**src/rtl/rv32f_csr_responder.sv**
```systemverilog
// rv32f_csr_responder: FP CSR responder (fflags 0x001, frm 0x002, fcsr 0x003).
// Holds the rounding mode and the sticky exception flags, and ORs in the flags
// that the FP units report. Each access returns the old value through a
// one-entry response buffer.
module rv32f_csr_responder #(
    parameter logic [2:0] RESET_FRM        = 3'b000,
    parameter bit         STALL_ON_FP_BUSY = 1'b1
) (
    input  logic        clk,
    input  logic        rst,
    input  logic        csr_req_valid,
    output logic        csr_req_ready,
    input  logic [11:0] csr_req_addr,
    input  logic [1:0]  csr_req_op,
    input  logic [31:0] csr_req_wdata,
    output logic        csr_resp_valid,
    input  logic        csr_resp_ready,
    output logic [31:0] csr_resp_rdata,
    output logic        csr_resp_illegal,
    input  logic        fp_flags_valid,
    input  logic [4:0]  fp_flags,
    input  logic        fp_busy,
    output logic [2:0]  frm,
    output logic        frm_invalid
);

    localparam logic [1:0] OP_RW = 2'b01;
    localparam logic [1:0] OP_RS = 2'b10;
    localparam logic [1:0] OP_RC = 2'b11;

    logic [4:0]  fflags_q, fflags_d;
    logic [2:0]  frm_q, frm_d;
    logic        resp_valid_q, resp_valid_d;
    logic [31:0] resp_rdata_q, resp_rdata_d;
    logic        resp_illegal_q, resp_illegal_d;

    logic [4:0]  fl_in;
    logic [4:0]  fl_cur;
    logic        is_ff, is_rm, is_cs, legal;
    logic        stall, req_ready, accept, do_wr;
    logic [7:0]  old_val, new_val, opnd;

    // Only the low byte of the operand can reach any field.
    logic unused_wdata;
    assign unused_wdata = ^csr_req_wdata[31:8];

    // Decode, accept logic, read/modify value and next-state selection.
    always_comb begin
        fl_in   = fp_flags_valid ? fp_flags : 5'd0;
        // Flags arriving this cycle are part of the "old" value a read sees.
        fl_cur  = fflags_q | fl_in;
        is_ff   = (csr_req_addr == 12'h001);
        is_rm   = (csr_req_addr == 12'h002);
        is_cs   = (csr_req_addr == 12'h003);
        legal   = is_ff | is_rm | is_cs;
        opnd    = csr_req_wdata[7:0];

        // Flag reads must wait for in-flight ops; frm accesses never do.
        stall     = STALL_ON_FP_BUSY && fp_busy && (is_ff || is_cs);
        req_ready = rst && (!resp_valid_q || csr_resp_ready) && !stall;
        accept    = csr_req_valid && req_ready;

        old_val = 8'd0;
        if (is_ff) old_val = {3'b000, fl_cur};
        if (is_rm) old_val = {5'b00000, frm_q};
        if (is_cs) old_val = {frm_q, fl_cur};

        case (csr_req_op)
            OP_RW:   new_val = opnd;
            OP_RS:   new_val = old_val | opnd;
            OP_RC:   new_val = old_val & ~opnd;
            default: new_val = old_val;
        endcase

        do_wr = accept && legal && (csr_req_op != 2'b00);

        fflags_d = fl_cur;
        frm_d    = frm_q;
        if (do_wr) begin
            // Re-OR this cycle's flags so a write can never drop them.
            if (is_ff) fflags_d = new_val[4:0] | fl_in;
            if (is_rm) frm_d    = new_val[2:0];
            if (is_cs) begin
                frm_d    = new_val[7:5];
                fflags_d = new_val[4:0] | fl_in;
            end
        end

        resp_valid_d   = resp_valid_q;
        resp_rdata_d   = resp_rdata_q;
        resp_illegal_d = resp_illegal_q;
        if (accept) begin
            resp_valid_d   = 1'b1;
            resp_rdata_d   = legal ? {24'd0, old_val} : 32'd0;
            resp_illegal_d = !legal;
        end else if (csr_resp_ready) begin
            resp_valid_d   = 1'b0;
        end
    end

    // State and response buffer registers, synchronous active-low reset.
    always_ff @(posedge clk) begin
        if (!rst) begin
            fflags_q       <= 5'd0;
            frm_q          <= RESET_FRM;
            resp_valid_q   <= 1'b0;
            resp_rdata_q   <= 32'd0;
            resp_illegal_q <= 1'b0;
        end else begin
            fflags_q       <= fflags_d;
            frm_q          <= frm_d;
            resp_valid_q   <= resp_valid_d;
            resp_rdata_q   <= resp_rdata_d;
            resp_illegal_q <= resp_illegal_d;
        end
    end

    assign csr_req_ready    = req_ready;
    assign csr_resp_valid   = resp_valid_q;
    assign csr_resp_rdata   = resp_rdata_q;
    assign csr_resp_illegal = resp_illegal_q;
    assign frm              = frm_q;
    assign frm_invalid      = (frm_q == 3'b101) || (frm_q == 3'b110) || (frm_q == 3'b111);

endmodule

```
**config.mk**
```make
export PLATFORM = sky130hd
export DESIGN_NAME = rv32f_csr_responder
export DESIGN_NICKNAME = d
export VERILOG_FILES = /design/src/rtl/rv32f_csr_responder.sv
export SDC_FILE = /design/constraint.sdc
export NUM_CORES = 1
export LEC_CHECK = 0
export CAP_MARGIN = 20
export CELL_PAD_IN_SITES_DETAIL_PLACEMENT = 0
export CELL_PAD_IN_SITES_GLOBAL_PLACEMENT = 1
export CORE_AREA = 5 5 82 84
export DETAILED_ROUTE_END_ITERATION = 12
export DIE_AREA = 0 0 87 89
export GPL_TIMING_DRIVEN = 0
export HOLD_SLACK_MARGIN = 0.05
export PLACE_DENSITY = 0.83
export SETUP_SLACK_MARGIN = 0.5
export SLEW_MARGIN = 5
export SYNTH_ARGS = -nofsm -noshare
export SYNTH_HDL_FRONTEND = slang
export SYNTH_SLANG_ARGS = --single-unit
```
**constraint.sdc**
```tcl
create_clock -name clk -period 2.2 [get_ports clk]
set_input_delay 0.33 -clock clk [delete_from_list [all_inputs] [get_ports clk]]
set_output_delay 0.33 -clock clk [all_outputs]
set_load 0.01 [all_outputs]
```
## Yosys cells after proc, flatten, opt, wreduce, memory -nomap -nowiden

Cells that the tools add are included.

- Bits in registers: 42
- Input port bits: 57
- Output and inout bits: 39
- Logic and storage cells: 51

- Bitwise gates (word level): 7
- Reductions and logical operators: 17
- Muxes and demuxes: 13
- Equality and inequality tests: 9

Operator list:

| kind | number |
|---|---|
| $mux W5 | 6 |
| $eq A12 B2 Y1 const B | 2 |
| $pmux W8 S3 | 1 |
| $mux W8 | 2 |
| $eq A12 B1 Y1 const B | 1 |
| $or A5 B5 Y5 | 2 |
| $eq A3 B3 Y1 const B | 3 |
| $and A8 B8 Y8 | 1 |
| $not A8 Y8 | 1 |
| $or A8 B8 Y8 | 1 |
| $logic_and A1 B1 Y1 | 6 |
| $mux W3 | 2 |
| $reduce_bool A2 Y1 | 3 |
| $eq A2 B2 Y1 const B | 2 |
| $logic_or A1 B1 Y1 | 4 |
| $logic_not A1 Y1 | 3 |
| $eq A2 B1 Y1 const B | 1 |
| $mux W1 | 2 |
| $or A1 B1 Y1 | 2 |
| $reduce_and A2 Y1 | 1 |

## Longest topological paths before layout

Gate-level depths: netlist of run 1.

- Depth in word-level cells: 11
- Gate-level depth with buffers: 6
- Depth with buffers taken out: 5

## Least setup slack after synthesis of run 1

OpenSTA, ideal clock, no wires.

- Kind: input to register
- Start point: in csr_req_addr[9]
- End point: reg fflags_q[4]
- Arrival time: 1,537 ps
- Setup slack: 547 ps
- Path buffers: 0
- Cell stages on the path: 5
- Path through: nor4_4 -> nand4_2 -> nor4b_4 -> nand3_1 -> and3_1

- Word-level cells in the longest chain between the ends: 10
- Elaborated cells on any way between the ends: 22

RTL lines:

| what | line | text |
|---|---|---|
| start: declaration | 13 | `input logic [11:0] csr_req_addr,` |
| $eq A12 B1 Y1 | 52 | `is_ff = (csr_req_addr == 12'h001);` |
| $mux W5 | 64 | `if (is_ff) old_val = {3'b000, fl_cur};` |
| $mux W5 | 65 | `if (is_rm) old_val = {5'b00000, frm_q};` |
| $mux W8 | 66 | `if (is_cs) old_val = {frm_q, fl_cur};` |
| $and A8 B8 Y8 / $or A8 B8 Y8 (equally long branches) | 71, 70 |  |
| $pmux W8 S3 | 68 | `case (csr_req_op)` |
| $or A5 B5 Y5 | 81, 85 |  |
| $mux W5 | 81 | `if (is_ff) fflags_d = new_val[4:0] \| fl_in;` |
| $mux W5 | 83 | `if (is_cs) begin` |
| $mux W5 (*) | 79 | `if (do_wr) begin` |
| end signal: assignment | 110 | `fflags_q <= fflags_d;` |
| end: declaration | 31 | `logic [4:0] fflags_q, fflags_d;` |

Mark *: on every way between the ends. The rest lies on a longest branch, timed or not.
A chain may end at the register's enable or synchronous reset.

## Worst setup path after layout of run 1

- Start point: reg frm_q[0], in the netlist frm[0]
- End point: out frm_invalid

- Word-level cells in the longest chain between the ends: 3
- Elaborated cells on any way between the ends: 5

RTL lines:

| what | line | text |
|---|---|---|
| start: declaration | 32 | `logic [2:0] frm_q, frm_d;` |
| start signal: assignment | 111 | `frm_q <= frm_d;` |
| $eq A3 B3 Y1 | 123 | `assign frm_invalid = (frm_q == 3'b101) \|\| (frm_q == 3'b110) \|\| (frm_q == 3'b111);` |
| $logic_or A1 B1 Y1 | 123 |  |
| $logic_or A1 B1 Y1 (*) | 123 |  |
| end: declaration | 24 | `output logic frm_invalid` |

Marked as above.

==> results.toml, run 1 <==
[timing]
setup_total_negative_slack_ps = 0
rsz0062_at_grt = "true"
final-hold-violation-count = 0
final_period_minus_worst_setup_slack_ps = 1690
timing_max_transition_violations_final = 0
post-route-period-util_pct = 76.6
timing.final.setup_violations = 0
max_freq_mhz = 593
clock_skew_ps = 6.24

[synth]
synthesis.area_per_instance_um2 = 7.99
synth.yosys.seq_area_share_pct = 27.8
netlist_area_mm2 = 0.00129
synth-warning-count = 0
synth-edff-count = 0
ys_ff_latch = 18
count_of_cell_types_in_the_netlist = 37
synthFlopType = "sky130_fd_sc_hd__dfxtp_1"
async_flop_share_pct = 0
post_synth_inst_count = 162

[detailed_routing]
drt-wirelength-per-cell_um = 12.7
vias_per_cell = 4.31
route.final.wire_length_um = 4080
drt_iter0_markers = 60
final_antenna_net_count = 0
number_of_remaining_drc_errors = 0
dr_total_vias = 1383
drtPass1Iterations = 5

[cts]
cts_tree = "yes"
cts_buffers = 3
worst_setup_hold_path_clk_slew_ps = 70
worst_skew_pair.late_latency_ps = 260
ctsHtreeMaxLevel = 1
cts.root.buffer_cell = "sky130_fd_sc_hd__clkbuf_8"
cts.path.max_buffers = 2
clock_sink_count = 18

[worst_setup_path]
end_kind = "output port"
crit_path_start_kind = "flip-flop"
timing.critical_path.fanout_max = 6
worst_ep_required_time_ps = 1870
worst_ep_arrival_time_ps = 1360
path_class = "flip-flop to output port"

[floorplan]
core-area_mm2 = 0.00585
die_h_um = 89
rows = 28
die_w_um = 87
fp.dieArea_mm2 = 0.00774
initial_core_util_pct = 22.1
io_pins = 96

[place]
buffer_ports.inserted = 46
routabilityCongestion = 0.777
placed_cells_incl_taps = 306
dp_hpwl_um = 3160

[power]
total_power_w = 0.000849
power_dens_cells_mw_per_mm2 = 394
leakage_nw = 0.901
ir_worst_vdd_uv = 172

[final_layout]
layout_common_cells = "sky130_fd_sc_hd__buf_4, sky130_fd_sc_hd__clkdlybuf4s50_1, sky130_fd_sc_hd__conb_1"
finish.cell_count_without_fillers = 321
final_common_cell = "sky130_fd_sc_hd__buf_4"
nFillCells = 629
drive_gt1_share_pct = 29.3
antenna_cells = 0
syn_to_final_growth_pct = 66.7
num-nets-final = 304
finalCoreUtilization_pct = 36.9

[grt]
grt_pass1_wl_um = 6560
largest_net_degree_at_the_start_of_global_routing = 11
grt_usage_pct = 10.6
via_count_of_the_first_global_routing_pass = 1392
antenna_found_initial = 0
overall_overflow_remaining_after_global_route = 0

[run]
max_cap_viols = 0

[run_status]
status = "complete, no violations"

[worst_hold_path]
holdCritPathClass = "flip-flop to flip-flop"
## cells by family after synthesis
kind of cell,Yosys count,synth area share (%)
other cells,1,0.290
mux,3,2.32
buf+inv,33,16.7
compound gates,53,25.4
xor+xnor,4,2.71
simple gates,50,24.7
flops,18,27.8
## what timing repair did
action	4_1_cts	5_1_grt
hold buffers	0	0
gates resized for setup	42	25
pin swaps	7	8
buffers inserted	6	4
cloned	1	0
endpoints found under the setup margin	20	16
## worst max-delay path: stages (launching register included)
cell	delay, ps
sky130_fd_sc_hd__dfxtp_2	410
sky130_fd_sc_hd__o21a_1	160
sky130_fd_sc_hd__clkdlybuf4s50_1	530
## cell type report
cell class                      instances  area [µm²]  area share, %
Inverter                                2        7.51          0.348
Multi-Input combinational cell        134         881           40.8
Clock buffer                            4        55.1           2.55
Timing Repair Buffer                   57         527           24.4
Sequential cell                        18         364           16.9
Buffer                                 31         230           10.7
Tap cell                               75        93.8           4.35
## path summary, 6_finish.rpt
check,from,end,slack [ps],cells past startpoint
max,frm[0]$_SDFFE_PN0P_,frm_invalid,510,2
max reg2reg,csr_resp_valid$_SDFFE_PN0P_,csr_resp_rdata[4]$_SDFFE_PN0P_,750,6
min,csr_resp_rdata[3]$_SDFFE_PN0P_,csr_resp_rdata[3]$_SDFFE_PN0P_,460,2
min reg2reg,csr_resp_rdata[3]$_SDFFE_PN0P_,csr_resp_rdata[3]$_SDFFE_PN0P_,460,2
## routing by layer
| layer | track usage, % | share of wire, % |
|---|---|---|
| met1 | 14.1 | 46 |
| met2 | 17.2 | 45 |
| met3 | 3.13 | 8.4 |
| met4 | 2.12 | 0.66 |
| met5 | 0 | 0 |
## state kept, by name, summed over array words and instances, names as in the netlist
register and cells:
csr_resp_illegal 1, csr_resp_rdata 8, csr_resp_valid 1, fflags_q 5, frm 3
## cell usage after synthesis, types with 2 or more instances
library cell / number / share of area, %
sky130_fd_sc_hd__a211oi_1: 4 / 2.3
sky130_fd_sc_hd__or3_1: 2 / 0.97
sky130_fd_sc_hd__buf_4: 24 / 14
sky130_fd_sc_hd__and3_1: 2 / 0.97
sky130_fd_sc_hd__nor4_4: 2 / 3.3
sky130_fd_sc_hd__o21bai_1: 3 / 1.7
sky130_fd_sc_hd__buf_2: 2 / 0.77
sky130_fd_sc_hd__dfxtp_1: 18 / 28
sky130_fd_sc_hd__nand4_1: 5 / 2.4
sky130_fd_sc_hd__mux2i_1: 3 / 2.3
sky130_fd_sc_hd__a31o_2: 2 / 1.4
sky130_fd_sc_hd__clkbuf_1: 4 / 1.2
sky130_fd_sc_hd__a41oi_1: 3 / 2.0
sky130_fd_sc_hd__a21oi_1: 21 / 8.1
sky130_fd_sc_hd__xnor2_1: 3 / 2.0
sky130_fd_sc_hd__o21ai_0: 8 / 3.1
sky130_fd_sc_hd__nand2b_1: 6 / 2.9
sky130_fd_sc_hd__a31oi_1: 5 / 2.4
sky130_fd_sc_hd__nand3_1: 12 / 4.6
sky130_fd_sc_hd__a21o_1: 3 / 1.7
sky130_fd_sc_hd__and2_1: 2 / 0.97
sky130_fd_sc_hd__nand2_1: 13 / 3.8
## metrics by stage
step	hold slack (ps)	worst slack, ps	area, µm²
after floorplan	469	547	1380
after global placement	439	-228	1940
after detailed placement	448	-237	1940
after CTS	458	504	2120
after global routing	481	450	2160
final	458	515	2160
## where the power goes
| group | internal, W | switching, W | total [W] |
|---|---|---|---|
| Combinational | 0.000122 | 0.000111 | 0.000232 |
| Sequential | 0.000334 | 0.00000443 | 0.000339 |
| Clock | 0.000159 | 0.000119 | 0.000279 |
Note: power is estimated with default switching activity, not from simulation.
==> run 2: changes to the inputs <==
CORE_AREA = 5 5 87 89   (was 5 5 82 84)
DIE_AREA = 0 0 92 94   (was 0 0 87 89)
PLACE_DENSITY = 0.77   (was 0.83)
clock period = 1.5 ns   (was 2.2 ns; I/O delays follow)
==> run 2 against run 1 <==
Net effect:
- the flow now finishes with violations (setup timing)
- final area grew 5.1%
- critical endpoint is now frm[2]$_SDFFE_PN0P_
- wire length grew 10%
- power grew 48%
- largest power group unchanged
==> results.toml, run 2 (synthesis results as in run 1) <==
[cts]
worst_skew_pair.late_latency_ps = 260
worst_setup_hold_path_clk_slew_ps = 80
cts.root.buffer_cell = "sky130_fd_sc_hd__clkbuf_8"
cts.path.max_buffers = 2
cts_tree = "yes"
cts_buffers = 3
clock_sink_count = 18
holdBufCountCts = 0
ctsHtreeMaxLevel = 1

[worst_setup_path]
count_of_buffer_and_inverter_cells_on_the_critical_path = 4
crit-reg2reg-capture = "fflags_q[0]$_SDFF_PN0_"
end_kind = "flip-flop"
path_class = "input pin to flip-flop"
timing.critical_path.fanout_max = 3
crit_slowest_cell = "sky130_fd_sc_hd__nor4_4"
worstPathCellList = "buf_6 > nor4_4 > buf_4 > buf_4 > nand3_4 > a211oi_2 > and3_1 > buf_6 > mux2i_1"
path_delay_family = "simple AND/OR/NAND/NOR gates"
cpPeakStageDelay_ps = 330
critical_path.reg2reg.startpoint = "csr_resp_valid$_SDFFE_PN0P_"
rrSetupSlack_ps = 60
worst_ep_arrival_time_ps = 1740
crit_path_start_kind = "input pin"
number_of_cells_on_the_worst_reg_to_reg_path = 7
worst_ep_required_time_ps = 1680

[grt]
met2_usage_pct = 17.5
antenna_found_initial = 0
grt_usage_pct = 10.4
grt.met1_usage_pct = 13.5
overall_overflow_remaining_after_global_route = 0
met3_usage_pct = 2.56
grt_pass1_wl_um = 7310
grt-busiest-layer = "met2"
via_count_of_the_first_global_routing_pass = 1499
largest_net_degree_at_the_start_of_global_routing = 11

[final_layout]
largest_register_ff_count = 8
antenna_cells = 0
finish.cell_count_without_fillers = 336
nFillCells = 701
final_common_cell = "sky130_fd_sc_hd__buf_4"
finalCoreUtilization_pct = 34.0
syn_to_final_growth_pct = 75.2
num-nets-final = 314
layout_common_cells = "sky130_fd_sc_hd__buf_4, sky130_fd_sc_hd__conb_1, sky130_fd_sc_hd__a21oi_1"
drive_gt1_share_pct = 43.4

[timing]
timing.final.setup_violations = 6
final-hold-violation-count = 0
final_period_minus_worst_setup_slack_ps = 1570
post-route-period-util_pct = 105
post-route-worst-setup-slack_ps = -67.5
max_freq_mhz = 638
rsz0062_at_grt = "true"
hold_ws_ps = 397
timing_max_transition_violations_final = 0
clock_skew_ps = 12.8

[detailed_routing]
route.final.wire_length_um = 4500
number_of_remaining_drc_errors = 0
final_antenna_net_count = 0
vias_per_cell = 4.45
drt_iter0_markers = 141
dr_total_vias = 1496
drt-wirelength-per-cell_um = 13.4
drtPass1Iterations = 4

[worst_hold_path]
worstHoldPathCells = 3
holdCritPathClass = "input pin to flip-flop"
min_delay_worst_endpoint = "fflags_q[0]$_SDFF_PN0_"
holdCritStartpoint = "fp_flags_valid"

[floorplan]
die_h_um = 94
io_pins = 96
initial_core_util_pct = 19.4
fp.dieArea_mm2 = 0.00865
die_w_um = 92
core-area_mm2 = 0.00668
rows = 30

[place]
placed_cells_incl_taps = 311
dp_hpwl_um = 3310
buffer_ports.inserted = 46
routabilityCongestion = 0.826

[run_status]
status = "complete, but fails checks"
violations = "setup timing"

[power]
leakage_nw = 0.986
power_dens_cells_mw_per_mm2 = 553
total_power_w = 0.00125
ir_worst_vdd_uv = 209

[run]
max_cap_viols = 0
run 2: cell count changes in the layout (fill, tap and decap cells not counted), sizes merged:
cell | before | now
buf | 41 | 69
dlygate4sd2 | 4 | 7
clkbuf | 14 | 8
clkdlybuf4s15 | 0 | 5
clkdlybuf4s50 | 31 | 13
dlymetal6s2s | 2 | 0
run 2: worst max-delay path by stage:
stage,cells after the start,slack [ps],from,end
final,9,-70,csr_req_addr[4],frm[2]$_SDFFE_PN0P_
after global routing,8,-100,csr_req_addr[4],fflags_q[0]$_SDFF_PN0_
after CTS,8,40,csr_req_addr[4],fflags_q[0]$_SDFF_PN0_
after detailed placement,6,-860,csr_req_addr[3],fflags_q[0]$_SDFF_PN0_
after global placement,6,-840,csr_req_addr[3],fflags_q[0]$_SDFF_PN0_
after floorplan,5,-50,csr_req_addr[9],fflags_q[4]$_SDFF_PN0_
run 2: repair_timing:
item | CTS | global route
pin swaps | 20 | 4
gates resized for setup | 153 | 6
hold endpoints to repair | 0 | 0
endpoints found under the setup margin | 33 | 21
gates cloned | 0 | 0
buffers inserted | 19 | 2
run 2: per-layer routing:
metal	share of wire (%)	vias up	wire length [µm]
met5	0	-	0
met4	0.60	0	27
met3	8.8	2	394
met2	47	71	2120
met1	43	686	1950
li1	-	737	-
run 2: final cells by class:
type / count / area (µm²) / share of cell area (%)
sequential: 18 / 378 / 16.7
clock buffer: 4 / 55.1 / 2.43
multi-input combinational: 134 / 922 / 40.7
timing repair buffer: 67 / 566 / 24.9
buffer: 31 / 240 / 10.6
inverter: 2 / 7.51 / 0.331
tap: 80 / 100 / 4.41
run 2: worst register-to-register path: cells and delay by family, from the launching register on:
kind / cells / cell delay (ps)
AOI/OAI and AO/OA: 1 / 150
buffers and inverters: 2 / 350
DFF: 1 / 330
and+or+nand+nor: 4 / 560
run 2: stage by stage:
stage / instance area (µm²) / setup TNS (ps) / worst slack, ps
5_1_grt: 2270 / -607 / -100
4_1_cts: 2240 / 0 / 35.1
3_5_place_dp: 1960 / -12260 / -863
3_3_place_gp: 1960 / -11970 / -843
6_report: 2270 / -198 / -67.5
2_1_floorplan: 1400 / -142 / -47.6
run 2: power by group:
group          leakage, nW  internal [W]  total [W]  switching (W)
logic                0.806      0.000188   0.000359       0.000171
clock network       0.0288      0.000233   0.000404       0.000170
registers            0.151      0.000485   0.000492     0.00000680
